[src/rtl/stream_sorter.sv]
// stream_sorter -- collects DEPTH unsigned words, sorts them with an
// odd-even transposition network (one pass per cycle, DEPTH passes), then
// streams the sorted block out with a valid/ready handshake.
//
// Ports:
//   clk        rising-edge clock
//   rst_n      asynchronous active-low reset
//   in_valid   in_data holds a word
//   in_data    unsigned input word (WIDTH bits)
//   in_ready   block can take a word (IDLE/LOAD)
//   out_valid  out_data holds a sorted word (OUT only)
//   out_data   sorted output word (WIDTH bits)
//   out_last   final word of a block
//   out_ready  downstream accepts out_data
//   desc       order select, present only with STREAM_SORTER_DESC_EN
//
// Optional feature macro: STREAM_SORTER_DESC_EN adds the desc port; desc is
// sampled on the first accepted beat of each block and selects descending
// order for that block. Without it the block sorts ascending only.
module stream_sorter #(
  parameter int WIDTH = 32,
  parameter int DEPTH = 8
) (
  input  logic             clk,
  input  logic             rst_n,
  input  logic             in_valid,
  input  logic [WIDTH-1:0] in_data,
  output logic             in_ready,
  output logic             out_valid,
  output logic [WIDTH-1:0] out_data,
  output logic             out_last,
  input  logic             out_ready
`ifdef STREAM_SORTER_DESC_EN
  ,
  input  logic             desc
`endif
);

  localparam int IW = $clog2(DEPTH);

  typedef enum logic [1:0] {IDLE, LOAD, SORT, OUT} state_t;

  state_t           state_q;
  logic             in_ready_q;
  logic             out_valid_q;
  logic [WIDTH-1:0] out_data_q;
  logic             out_last_q;
  logic [IW-1:0]    cnt_q;
  logic [IW-1:0]    pass_q;
  logic [IW-1:0]    idx_q;
  logic [WIDTH-1:0] buf_q    [DEPTH];
  logic [WIDTH-1:0] sorted_d [DEPTH];
  logic [DEPTH-2:0] swap_s;
  logic             desc_s;

`ifdef STREAM_SORTER_DESC_EN
  logic desc_q;
  assign desc_s = desc_q;
`else
  assign desc_s = 1'b0;
`endif

  // Equal words never swap, so duplicates keep their relative order.
  function automatic logic need_swap(input logic [WIDTH-1:0] lo,
                                     input logic [WIDTH-1:0] hi,
                                     input logic             dsc);
    if (dsc) begin
      need_swap = (lo < hi);
    end else begin
      need_swap = (lo > hi);
    end
  endfunction

  // Even passes pair (0,1),(2,3)...; odd passes pair (1,2),(3,4)...
  // A pair starting at slot g is active when its parity matches pass_q[0].
  for (genvar g = 0; g < DEPTH - 1; g++) begin : g_cmp
    localparam logic PAR = 1'(g % 2);
    assign swap_s[g] = (pass_q[0] == PAR) && need_swap(buf_q[g], buf_q[g+1], desc_s);
  end

  // Each slot takes its partner's word when its pair swaps; pairs in one pass
  // are disjoint, so at most one of the two neighbour flags is set.
  for (genvar g = 0; g < DEPTH; g++) begin : g_net
    if (g == 0) begin : g_first
      assign sorted_d[g] = swap_s[0] ? buf_q[1] : buf_q[0];
    end else if (g == DEPTH - 1) begin : g_final
      assign sorted_d[g] = swap_s[g-1] ? buf_q[g-1] : buf_q[g];
    end else begin : g_mid
      assign sorted_d[g] = swap_s[g]   ? buf_q[g+1] :
                           swap_s[g-1] ? buf_q[g-1] : buf_q[g];
    end
  end

  // Control FSM, buffer storage and registered handshake outputs.
  always_ff @(posedge clk or negedge rst_n) begin
    if (!rst_n) begin
      state_q     <= IDLE;
      in_ready_q  <= 1'b0;
      out_valid_q <= 1'b0;
      out_data_q  <= '0;
      out_last_q  <= 1'b0;
      cnt_q       <= '0;
      pass_q      <= '0;
      idx_q       <= '0;
`ifdef STREAM_SORTER_DESC_EN
      desc_q      <= 1'b0;
`endif
      for (int i = 0; i < DEPTH; i++) begin
        buf_q[i] <= '0;
      end
    end else begin
      case (state_q)
        IDLE: begin
          // in_ready is 0 during reset, so it rises on the first clock after.
          in_ready_q <= 1'b1;
          if (in_valid && in_ready_q) begin
            buf_q[0] <= in_data;
            cnt_q    <= IW'(1);
            state_q  <= LOAD;
`ifdef STREAM_SORTER_DESC_EN
            desc_q   <= desc;
`endif
          end
        end
        LOAD: begin
          if (in_valid) begin
            buf_q[cnt_q] <= in_data;
            if (cnt_q == IW'(DEPTH - 1)) begin
              state_q    <= SORT;
              in_ready_q <= 1'b0;
              cnt_q      <= '0;
              pass_q     <= '0;
            end else begin
              cnt_q <= cnt_q + IW'(1);
            end
          end
        end
        SORT: begin
          for (int i = 0; i < DEPTH; i++) begin
            buf_q[i] <= sorted_d[i];
          end
          if (pass_q == IW'(DEPTH - 1)) begin
            // Present slot 0 of the final network result right away.
            state_q     <= OUT;
            pass_q      <= '0;
            idx_q       <= '0;
            out_valid_q <= 1'b1;
            out_data_q  <= sorted_d[0];
            out_last_q  <= 1'b0;
          end else begin
            pass_q <= pass_q + IW'(1);
          end
        end
        OUT: begin
          if (out_ready) begin
            if (idx_q == IW'(DEPTH - 1)) begin
              state_q     <= IDLE;
              in_ready_q  <= 1'b1;
              out_valid_q <= 1'b0;
              out_data_q  <= '0;
              out_last_q  <= 1'b0;
              idx_q       <= '0;
            end else begin
              idx_q      <= idx_q + IW'(1);
              out_data_q <= buf_q[idx_q + IW'(1)];
              out_last_q <= ((idx_q + IW'(1)) == IW'(DEPTH - 1));
            end
          end
        end
        default: begin
          state_q     <= IDLE;
          in_ready_q  <= 1'b0;
          out_valid_q <= 1'b0;
          out_last_q  <= 1'b0;
        end
      endcase
    end
  end

  assign in_ready  = in_ready_q;
  assign out_valid = out_valid_q;
  assign out_data  = out_data_q;
  assign out_last  = out_last_q;

endmodule

[config.mk]
export PLATFORM = sky130hd
export DESIGN_NAME = stream_sorter
export DESIGN_NICKNAME = d
export VERILOG_FILES = /design/src/rtl/stream_sorter.sv
export SDC_FILE = /design/constraint.sdc
export NUM_CORES = 1
export LEC_CHECK = 0
export BUFFER_PORTS_ARGS = -buffer_cell sky130_fd_sc_hd__buf_4
export CAP_MARGIN = 5
export CORE_MARGIN = 3
export CORE_UTILIZATION = 35
export DETAILED_ROUTE_END_ITERATION = 10
export PLACE_DENSITY = 0.58
export SYNTH_ARGS = -nofsm -noshare
export SYNTH_HDL_FRONTEND = slang
export SYNTH_SLANG_ARGS = --single-unit
[constraint.sdc]
create_clock -name clk -period 6.4 [get_ports clk]
set_input_delay 0.32 -clock clk [delete_from_list [all_inputs] [get_ports clk]]
set_output_delay 0.32 -clock clk [all_outputs]
set_load 0.01 [all_outputs]
==> results.md, run 1 <==
- The flow ran to the end, and the final reports show no timing, DRC or antenna violations.
- The number of antenna violations at the first check in global routing came to 3.
- The number of setup buffers added after CTS is 0.
- Setup violations remaining at the end of the flow were counted as 0.
- The time the worst path needs with I/O delays and setup is 4.55 ns.
- The area used by multi-input combinational logic is 0.0146 sq mm.
- The final-layout fill cell count is 6,440.
- Static timing analysis puts the maximum clock frequency at 220 MHz.
- In the final design database the tool counted 2,787 nets.
- After detailed routing, the average wire length per cell comes to 27.5 um.
- For this design the top-level I/O count stands at 71.
- The count of final max-slew check failures is 0.
- In the synthesized netlist the async set-or-reset flop fraction comes to 1.00.
- The clock latency reported for the late side of the worst-skew pair is 0.58 ns.
- STA classifies the critical path startpoint as a flop.
- The wire length of the first global-routing pass is 140,000 um.
- Relative to the synthesized area, the layout overhead comes to 11.1%.
- After routing the design area is 0.0263 sq mm.
- The post-detailed-route DRC marker count is 0.
- The net load switching power is 8.95 mW.
- In the global route stage, overall resource usage came out at 0.259.
- The length of the first detailed-routing pass in iterations is 6.
- After synthesis, the mean cell area works out to 9.35 sq um.
- The clock tree from TritonCTS is done.
- Measured along the x axis, the die boundary spans 266 um.
- The clock edge transition at the registers on the reported setup and hold paths is 0.06 ns.
- After clock tree synthesis, the repair step resized 0 gates.
- The number of global-route vias before repair is 21,500.
- The H-tree depth is 2.
- The data required time at the worst endpoint is 6.86 ns.
- Buffers inserted during clock tree synthesis total 40.
- The pin count of the biggest net entering global routing is 120.
- The floorplan step set the die height to 266 um.
- The register area share after synthesis is 0.319.
- The placed wire-length estimate after detailed placement is 62,200 um.
- The power share of the sequential group is 0.249.
- The power density relative to cell area is 663 mW/mm^2.
- The area of the core is 0.0665 sq mm.
- Routability-driven placement finished with a final weighted congestion of 0.928.
- The overall die area is 0.0709 sq mm.
- The max-slew headroom at the worst pin is 0.120.
- CTS placed an instance of sky130_fd_sc_hd__clkbuf_16 at the clock tree root.
- The post-synthesis instance area is 0.0237 sq mm.
- The number of vias after detailed routing is 21,700.
- The top flip-flop cell by instance count after synthesis is sky130_fd_sc_hd__dfrtp_1.
- The classification of the worst-slack hold path is in -> reg.
- Data on the critical path arrives at its endpoint at 5.00 ns.
- In the finished design, the share of the clock period the worst path needs comes to 0.710.
- The deepest clock path buffer count is 3.
- The fraction of final layout cells with drive strength greater than 1 is 0.137.
- On the final layout, the worst clock skew is 0.0212 ns.
- The max-cap check violation count is 0.
- The effective utilization at floorplan is 0.357.
- The warning count from the yosys run is 0.
- The post-synth net total is 2,806.
- The number of hold-slack violations in the final timing report is 0.
- The analysis attributes to cell leakage a power of 11.5 nW.
- The internal power is 8.52 mW.
- The worst setup path is of the reg -> reg kind.
- Synthesis inferred 302 register bits.
- The number of rows in the core area is 94.
- The category of the worst setup path capture point is a flop.
- The count of buffers added on input and output ports is 70.
- The synthesized netlist contains 66 unique library cells.
- The total number of clock tree sinks is 302.
- In this run the remaining antenna-violating nets after routing total 0.
- The transition time at the pin with the least slew margin is 1.32 ns.
- Of the total power, the clock network draws 0.130.
- Summing all flip-flop and latch instances after layout gives 0.00756 sq mm.
- The setup TNS is 0 ns.
- The number of synthesized flops with an enable pin is 0.
- The combinational cell fraction of total power is 0.621.
- In this run, the number of DRC markers left after iteration 0 of detailed routing was 2,732.
- Global routing finished with a remaining overflow of 0.
- The via density per instance is 6.38.
- Synthesis handed over a netlist of 2,534 instances.
- The hold buffer count at cts is 1.
- Setup repair after global routing left no endpoint under its margin.
- The worst-case IR drop observed on VDD is 0.000685 V.
- Summed over all layers, the routed wires come to 93,600 um.
- The switching power as a share of total power is 0.512.
- The instance area at placement is 0.0251 sq mm.
- Of all nets on the critical path, the largest fanout is 33.
==> logic make-up (layout without fill, tap and decap cells) <==
family          count (synthesis)  after routing  share of synthesized area
compound gates                791            791                      0.252
fa+ha+maj                     236            236                      0.125
buf+inv                       417            418                     0.0724
flops                         302            302                      0.319
mux                           224            224                      0.131
other cells                     0              2                          0
simple gates                  564            564                      0.101
==> worst paths after layout <==
path	start	to	slack, ns	cells after the start
max	buf_q[179]	buf_q[179]	1.85	12
max in group asynchronous	rst_n	buf_q[156]	4.26	3
min	in_data[8]	buf_q[40]	0.04	3
min in group asynchronous	rst_n	buf_q[25]	0.43	2
min reg2reg	out_last	out_last	0.49	2
max reg2reg	buf_q[179]	buf_q[179]	1.85	12
==> registers in the layout, summed over array words and instances (netlist names) <==
| name | count |
|---|---|
| idx_q | 3 |
| state_q | 2 |
| out_data | 32 |
| out_valid | 1 |
| out_last | 1 |
| buf_q | 256 |
| cnt_q | 3 |
| in_ready | 1 |
| pass_q | 3 |
==> cell usage in the layout, fill, tap and decap left out, drive strengths merged, types with 4 or more instances in the layout <==
cell,instances
nand4,47
nor2,202
a211oi,38
mux2,43
a21o,20
nand2,242
o221ai,25
inv,240
o22ai,34
nand3,19
o21a,30
o31a,4
a221oi,12
clkbuf,56
buf,117
a32oi,63
a31oi,6
a21oi,180
o21ai,37
ha,236
o22a,93
nor4,9
nor2b,9
dfrtp,302
o41ai,4
mux2i,117
mux4,64
a22oi,132
a221o,45
o211ai,44
nor3,10
and2,5
a2111oi,4
==> cells in the mapped netlist, types with 9 or more instances <==
cell type / instances / share of area
sky130_fd_sc_hd__dfrtp_1: 302 / 0.32
sky130_fd_sc_hd__ha_1: 236 / 0.12
sky130_fd_sc_hd__nor2_1: 202 / 0.032
sky130_fd_sc_hd__nor4_1: 9 / 0.0024
sky130_fd_sc_hd__o221ai_1: 25 / 0.0092
sky130_fd_sc_hd__a211oi_1: 38 / 0.012
sky130_fd_sc_hd__inv_1: 238 / 0.038
sky130_fd_sc_hd__o21ai_0: 34 / 0.0072
sky130_fd_sc_hd__nand4_1: 47 / 0.012
sky130_fd_sc_hd__o22ai_1: 33 / 0.0087
sky130_fd_sc_hd__mux2i_1: 117 / 0.049
sky130_fd_sc_hd__mux2_2: 36 / 0.017
sky130_fd_sc_hd__a32oi_1: 63 / 0.023
sky130_fd_sc_hd__a21oi_1: 170 / 0.036
sky130_fd_sc_hd__buf_2: 21 / 0.0044
sky130_fd_sc_hd__nand3_1: 19 / 0.0040
sky130_fd_sc_hd__buf_6: 13 / 0.0062
sky130_fd_sc_hd__a221oi_1: 12 / 0.0044
sky130_fd_sc_hd__a221o_1: 45 / 0.019
sky130_fd_sc_hd__a21o_1: 20 / 0.0063
sky130_fd_sc_hd__clkbuf_1: 124 / 0.020
sky130_fd_sc_hd__a22oi_1: 131 / 0.041
sky130_fd_sc_hd__nand2_1: 242 / 0.038
sky130_fd_sc_hd__a21oi_2: 10 / 0.0037
sky130_fd_sc_hd__nor3_1: 10 / 0.0021
sky130_fd_sc_hd__o211ai_2: 30 / 0.016
sky130_fd_sc_hd__o21a_1: 30 / 0.0095
sky130_fd_sc_hd__nor2b_1: 9 / 0.0024
sky130_fd_sc_hd__mux4_2: 64 / 0.061
sky130_fd_sc_hd__o211ai_1: 14 / 0.0044
sky130_fd_sc_hd__o22a_1: 93 / 0.034
sky130_fd_sc_hd__buf_1: 14 / 0.0022
==> power by group through the flow <==
stage | Sequential (mW) | Clock [mW] | Combinational (mW)
floorplan | 3.72 | 0 | 7.52
global placement | 4.29 | 0 | 10.3
detailed placement | 4.32 | 0 | 10.5
CTS | 4.30 | 2.29 | 10.6
global route | 4.47 | 2.37 | 11.7
finish | 4.35 | 2.27 | 10.8
==> area by class of cell <==
type,instances,area share
multi-input combinational,1815,0.556
clock inverter,6,0.00332
antenna,2,0.000190
timing repair buffer,118,0.0345
tap,864,0.0410
sequential,302,0.287
inverter,238,0.0339
clock buffer,56,0.0445
==> layer usage <==
metal	GRT usage	share of wire	vias to the layer above
li1	-	-	9492
met1	0.361	0.42	10700
met2	0.391	0.43	1221
met3	0.0545	0.097	235
met4	0.103	0.043	0
met5	0	0	-
==> critical path: stages (launching register included) <==
cell and delay (ns):
sky130_fd_sc_hd__dfrtp_1 0.46, sky130_fd_sc_hd__inv_1 0.08, sky130_fd_sc_hd__ha_1 0.33, sky130_fd_sc_hd__a21oi_1 0.14
sky130_fd_sc_hd__o21ai_0 0.22, sky130_fd_sc_hd__a221oi_1 0.34, sky130_fd_sc_hd__o211ai_1 0.21, sky130_fd_sc_hd__o21ai_4 0.63
sky130_fd_sc_hd__buf_4 0.46, sky130_fd_sc_hd__a31o_2 0.87, sky130_fd_sc_hd__nor2_2 0.07, sky130_fd_sc_hd__buf_4 0.32
sky130_fd_sc_hd__o22a_1 0.27
==> through the flow <==
step | setup slack (ns) | power, mW | util | hold slack, ns | std cells
6_report | 1.85 | 17.5 | 0.396 | 0.0390 | 3401
3_3_place_gp | 2.06 | 14.6 | 0.377 | 0.469 | 3336
4_1_cts | 1.97 | 17.2 | 0.396 | 0.0183 | 3399
2_1_floorplan | 3.57 | 11.2 | - | 0.0244 | 2534
3_5_place_dp | 1.98 | 14.9 | 0.377 | 0.467 | 3336
5_1_grt | 1.72 | 18.6 | 0.396 | 0.0444 | 3399
(Power assumes the default switching activity.)
==> run 2, diff against run 1 <==
--- a/config.mk
+++ b/config.mk
@@ -5,6 +5,7 @@
 export SDC_FILE = /design/constraint.sdc
 export NUM_CORES = 1
 export LEC_CHECK = 0
+export ABC_AREA = 1
 export BUFFER_PORTS_ARGS = -buffer_cell sky130_fd_sc_hd__buf_4
 export CAP_MARGIN = 5
 export CORE_MARGIN = 3
==> constraint.sdc (replaced) <==
create_clock -name clk -period 4.7 [get_ports clk]
set_input_delay 0.235 -clock clk [delete_from_list [all_inputs] [get_ports clk]]
set_output_delay 0.235 -clock clk [all_outputs]
set_load 0.01 [all_outputs]
==> run 2 against run 1 <==
Effect of this change:
- global-route usage up 0.46 points
- hold slack improved by 0.015 ns
- critical path depth rose by 2
- count of clock-buffer cells in the layout rose by 4
- wire length grew 12%
- design area grew 10%
- synthesized cell count rose by 68%
- first-iteration DRC count grew 12%
- flip-flop and latch count stayed put
- register-to-register slack worse by 0.96 ns
==> results.md, run 2 <==
- Outcome: finished clean (unchanged).
- The warning count from the yosys run is 0 (unchanged).
- The number of vias after detailed routing came to 28,300 (was 21,700).
- The deepest clock path buffer count was 3 (unchanged).
- The highest attainable clock frequency is 263 MHz (was 220 MHz).
- The fraction of final layout cells with drive strength greater than 1 is 0.0533 (was 0.137).
- The async set-or-reset flop fraction in the synthesized netlist was 1.00 (unchanged).
- The setup slack of the worst register-to-register path is 0.89 ns (was 1.85 ns).
- The arrival time at the worst endpoint came to 4.31 ns (was 5.00 ns).
- Largest cells by area after synthesis: sky130_fd_sc_hd__dfrtp_1, sky130_fd_sc_hd__nand2_1, sky130_fd_sc_hd__ha_1, sky130_fd_sc_hd__nand3_1, sky130_fd_sc_hd__a21oi_1 (was sky130_fd_sc_hd__dfrtp_1, sky130_fd_sc_hd__ha_1, sky130_fd_sc_hd__mux4_2, sky130_fd_sc_hd__mux2i_1, sky130_fd_sc_hd__a22oi_1).
- The horizontal die dimension was 281 um (was 266 um).
- The max-cap check violation count is 0 (unchanged).
- The aggregate global routing overflow is 0 (unchanged).
- The boundary pin count is 71 (unchanged).
- The number of standard cells after synthesis is 4,264 (was 2,534).
- The top-area cell type share of the netlist area was 0.286 (was 0.319).
- The number of stages on the worst hold path came to 5 (was 3).
- The post-synthesis instance area was 0.0264 sq mm (was 0.0237 sq mm).
- The met1 track utilization from global routing came to 0.394 (was 0.361).
- The classification of the worst-slack hold path is in -> reg (unchanged).
- The dominant cell by count in the synthesized netlist is sky130_fd_sc_hd__nand2_1 (was sky130_fd_sc_hd__dfrtp_1).
- The total number of clock tree sinks is 302 (unchanged).
- The effective utilization at floorplan came to 0.354 (was 0.357).
- The number of antenna diodes was 0 (was 2).
- The CTS root buffer is sky130_fd_sc_hd__clkbuf_16 (unchanged).
- The final weighted congestion of routability-driven global placement is 0.919 (was 0.928).
- The area of the core is 0.0746 sq mm (was 0.0665 sq mm).
- The met3 track utilization from global routing is 0.0562 (was 0.0545).
- The endpoint with the worst hold slack is buf_q[243] (was buf_q[40]).
- The wire length of the first global-routing pass came to 162,000 um (was 140,000 um).
- The count of final max-slew check failures is 0 (unchanged).
- The smallest setup slack after layout was 0.895 ns (was 1.85 ns).
- The clock edge transition at the registers on the reported setup and hold paths came to 0.07 ns (was 0.06 ns).
- The flip-flop count of the largest register after layout is 256 (unchanged).
- The post-detailed-route DRC marker count is 0 (unchanged).
- The portion of the clock cycle consumed by the worst path in the final layout is 0.810 (was 0.710).
- The number of global-route vias before repair is 25,900 (was 21,500).
- The met2 usage is 0.377 (was 0.391).
- The start point of the worst min-delay path is in_data[19] (was in_data[8]).
- The number of antenna violations at the first check in global routing is 0 (was 3).
- The pin count of the biggest net entering global routing is 123 (was 120).
- The overall die area is 0.0787 sq mm (was 0.0709 sq mm).
- The most common cell after layout, fill and taps aside is sky130_fd_sc_hd__nand2_1 (was sky130_fd_sc_hd__dfrtp_1).
- The net total in the final layout came to 4,464 (was 2,787).
- The post-route clock skew is 0.0224 ns (was 0.0212 ns).
- Most frequent cells after synthesis: sky130_fd_sc_hd__nand2_1, sky130_fd_sc_hd__nand3_1, sky130_fd_sc_hd__inv_1 (was sky130_fd_sc_hd__dfrtp_1, sky130_fd_sc_hd__nand2_1, sky130_fd_sc_hd__inv_1).
- The clock tree from TritonCTS was done (unchanged).
- The distinct cell type count of the synthesized netlist is 32 (was 66).
- The most area-hungry cell type in the Yosys netlist is sky130_fd_sc_hd__dfrtp_1 (unchanged).
- The number of DRC markers after the initial detailed-route iteration was 3,055 (was 2,732).
- The length of the first detailed-routing pass in iterations is 8 (was 6).
- The category of the worst setup path capture point is a flop (unchanged).
- The post-synth net total came to 4,536 (was 2,806).
- The most crowded layer after global routing was met1 (was met2).
- The placed wire-length estimate after detailed placement came to 74,300 um (was 62,200 um).
- The number of rows in the core area was 100 (was 94).
- The final-layout fill cell count is 8,012 (was 6,440).
- The register containing the most flip-flops in the final layout was buf_q (unchanged).
- The number of synthesized flops with an enable pin is 0 (unchanged).
- The time the worst path needs with I/O delays and setup came to 3.81 ns (was 4.55 ns).
- The data required time at the worst endpoint was 5.21 ns (was 6.86 ns).
- The count of cells resized by post-cts repair was 0 (unchanged).
- Most frequent cells in the layout: sky130_fd_sc_hd__nand2_1, sky130_fd_sc_hd__nand3_1, sky130_fd_sc_hd__inv_1 (was sky130_fd_sc_hd__dfrtp_1, sky130_fd_sc_hd__nand2_1, sky130_fd_sc_hd__inv_1).
- The setup violation total in the final timing report is 0 (unchanged).
- The placement-stage worst setup slack is 0.940 ns (was 1.98 ns).
- The top flip-flop cell by instance count after synthesis is sky130_fd_sc_hd__dfrtp_1 (unchanged).
- The setup TNS was 0 ns (unchanged).
- The post-detailed-route wirelength per cell was 20.2 um (was 27.5 um).
- The origin of the critical flop-to-flop path was buf_q[151] (was buf_q[179]).
- The destination of the worst register-to-register timing path is buf_q[145] (was buf_q[179]).
- The worst reg2reg path depth is 14 (was 12).
- The biggest fanout along the worst timing path came to 33 (unchanged).
- The synthesis-to-finish area growth came to 9.93% (was 11.1%).
- The area used by sequential logic in the layout is 0.00756 sq mm (unchanged).
- The number of hold-slack violations in the final timing report is 0 (unchanged).
- The wire length after detailed routing is 105,000 um (was 93,600 um).
- The max-slew headroom at the worst pin is 0.102 (was 0.120).
- The register area share after synthesis is 0.286 (was 0.319).
- The H-tree depth was 2 (unchanged).
- The vertical extent of the die is 281 um (was 266 um).
- The clock latency reported for the late side of the worst-skew pair is 0.58 ns (about the same).
- The via density per instance is 5.46 (was 6.38).
- The transition time at the pin with the least slew margin came to 1.35 ns (was 1.32 ns).
- The area used by multi-input combinational logic is 0.0164 sq mm (was 0.0146 sq mm).
- The final antenna-violating net count was 0 (unchanged).
- The flip-flop and latch count after synthesis is 302 (unchanged).
- The total CTS buffers is 40 (unchanged).
- The number of port buffers is 70 (unchanged).
- The kind of start point of the critical path is a flop (unchanged).
- The critical path class is reg -> reg (unchanged).
- The total routing resource utilization after global routing is 0.263 (was 0.259).
- The average instance area after synthesis is 6.19 sq um (was 9.35 sq um).
- Setup repair after global routing missed its margin: false (unchanged).
run 2: area by class of cell:
class / count / share of cell area
multi-input combinational: 3334 / 0.567
sequential: 302 / 0.261
inverter: 383 / 0.0497
tap: 969 / 0.0418
clock buffer: 60 / 0.0413
timing repair buffer: 131 / 0.0365
clock inverter: 10 / 0.00293
run 2: worst max path at each step:
stage / slack (ns) / cells past startpoint / to / startpoint
CTS: 0.94 / 14 / buf_q[145] / buf_q[151]
finish: 0.89 / 14 / buf_q[145] / buf_q[151]
global placement: 1.0 / 14 / buf_q[147] / buf_q[151]
floorplan: 2.39 / 13 / out_data[2] / idx_q[0]
detailed placement: 0.94 / 14 / buf_q[145] / buf_q[151]
global route: 0.72 / 14 / buf_q[158] / buf_q[151]
run 2: cell families after synthesis:
logic type                 share of synthesized area
and+or+nand+nor                                0.389
buffers and inverters                         0.0933
AOI/OAI and AO/OA                              0.117
DFF                                            0.286
adders and majority gates                      0.112
muxes                                        0.00190
run 2: metal layers:
layer / vias up / routed length (um)
li1: 13700 / -
met1: 13200 / 48600
met2: 1341 / 42400
met3: 152 / 10600
met4: 0 / 3050
met5: - / 0
run 2: through the flow:
step	utilization	instance area, sq um	hold WS, ns	cells
floorplan	-	26400	-0.0606	4264
global placement	0.371	27700	0.363	5117
detailed placement	0.371	27700	0.373	5117
CTS	0.389	29000	0.0285	5189
global route	0.389	29000	0.0560	5189
finish	0.389	29000	0.0538	5189
run 2: critical path: stages, from the launching register on:
cell                      delay (ns)
sky130_fd_sc_hd__dfrtp_1        0.39
sky130_fd_sc_hd__inv_1          0.10
sky130_fd_sc_hd__ha_1           0.32
sky130_fd_sc_hd__nand2_1        0.10
sky130_fd_sc_hd__nor2_1         0.07
sky130_fd_sc_hd__nand4_1        0.13
sky130_fd_sc_hd__nor2_1         0.10
sky130_fd_sc_hd__a21oi_2        0.12
sky130_fd_sc_hd__buf_4          0.38
sky130_fd_sc_hd__nand2_1        0.46
sky130_fd_sc_hd__nand3_1        0.22
sky130_fd_sc_hd__nand2_1        0.08
sky130_fd_sc_hd__inv_1          0.96
sky130_fd_sc_hd__nand2_1        0.15
sky130_fd_sc_hd__nand2_1        0.10
run 2: what timing repair did:
| item | 4_1_cts | 5_1_grt |
|---|---|---|
| hold endpoints to repair | 96 | 0 |
| buffers inserted | 0 | 0 |
| hold buffers | 2 | 0 |
Power of run 2 is not shown: default switching activity piles up to over one toggle a cycle in this logic, so the estimate is an artifact.
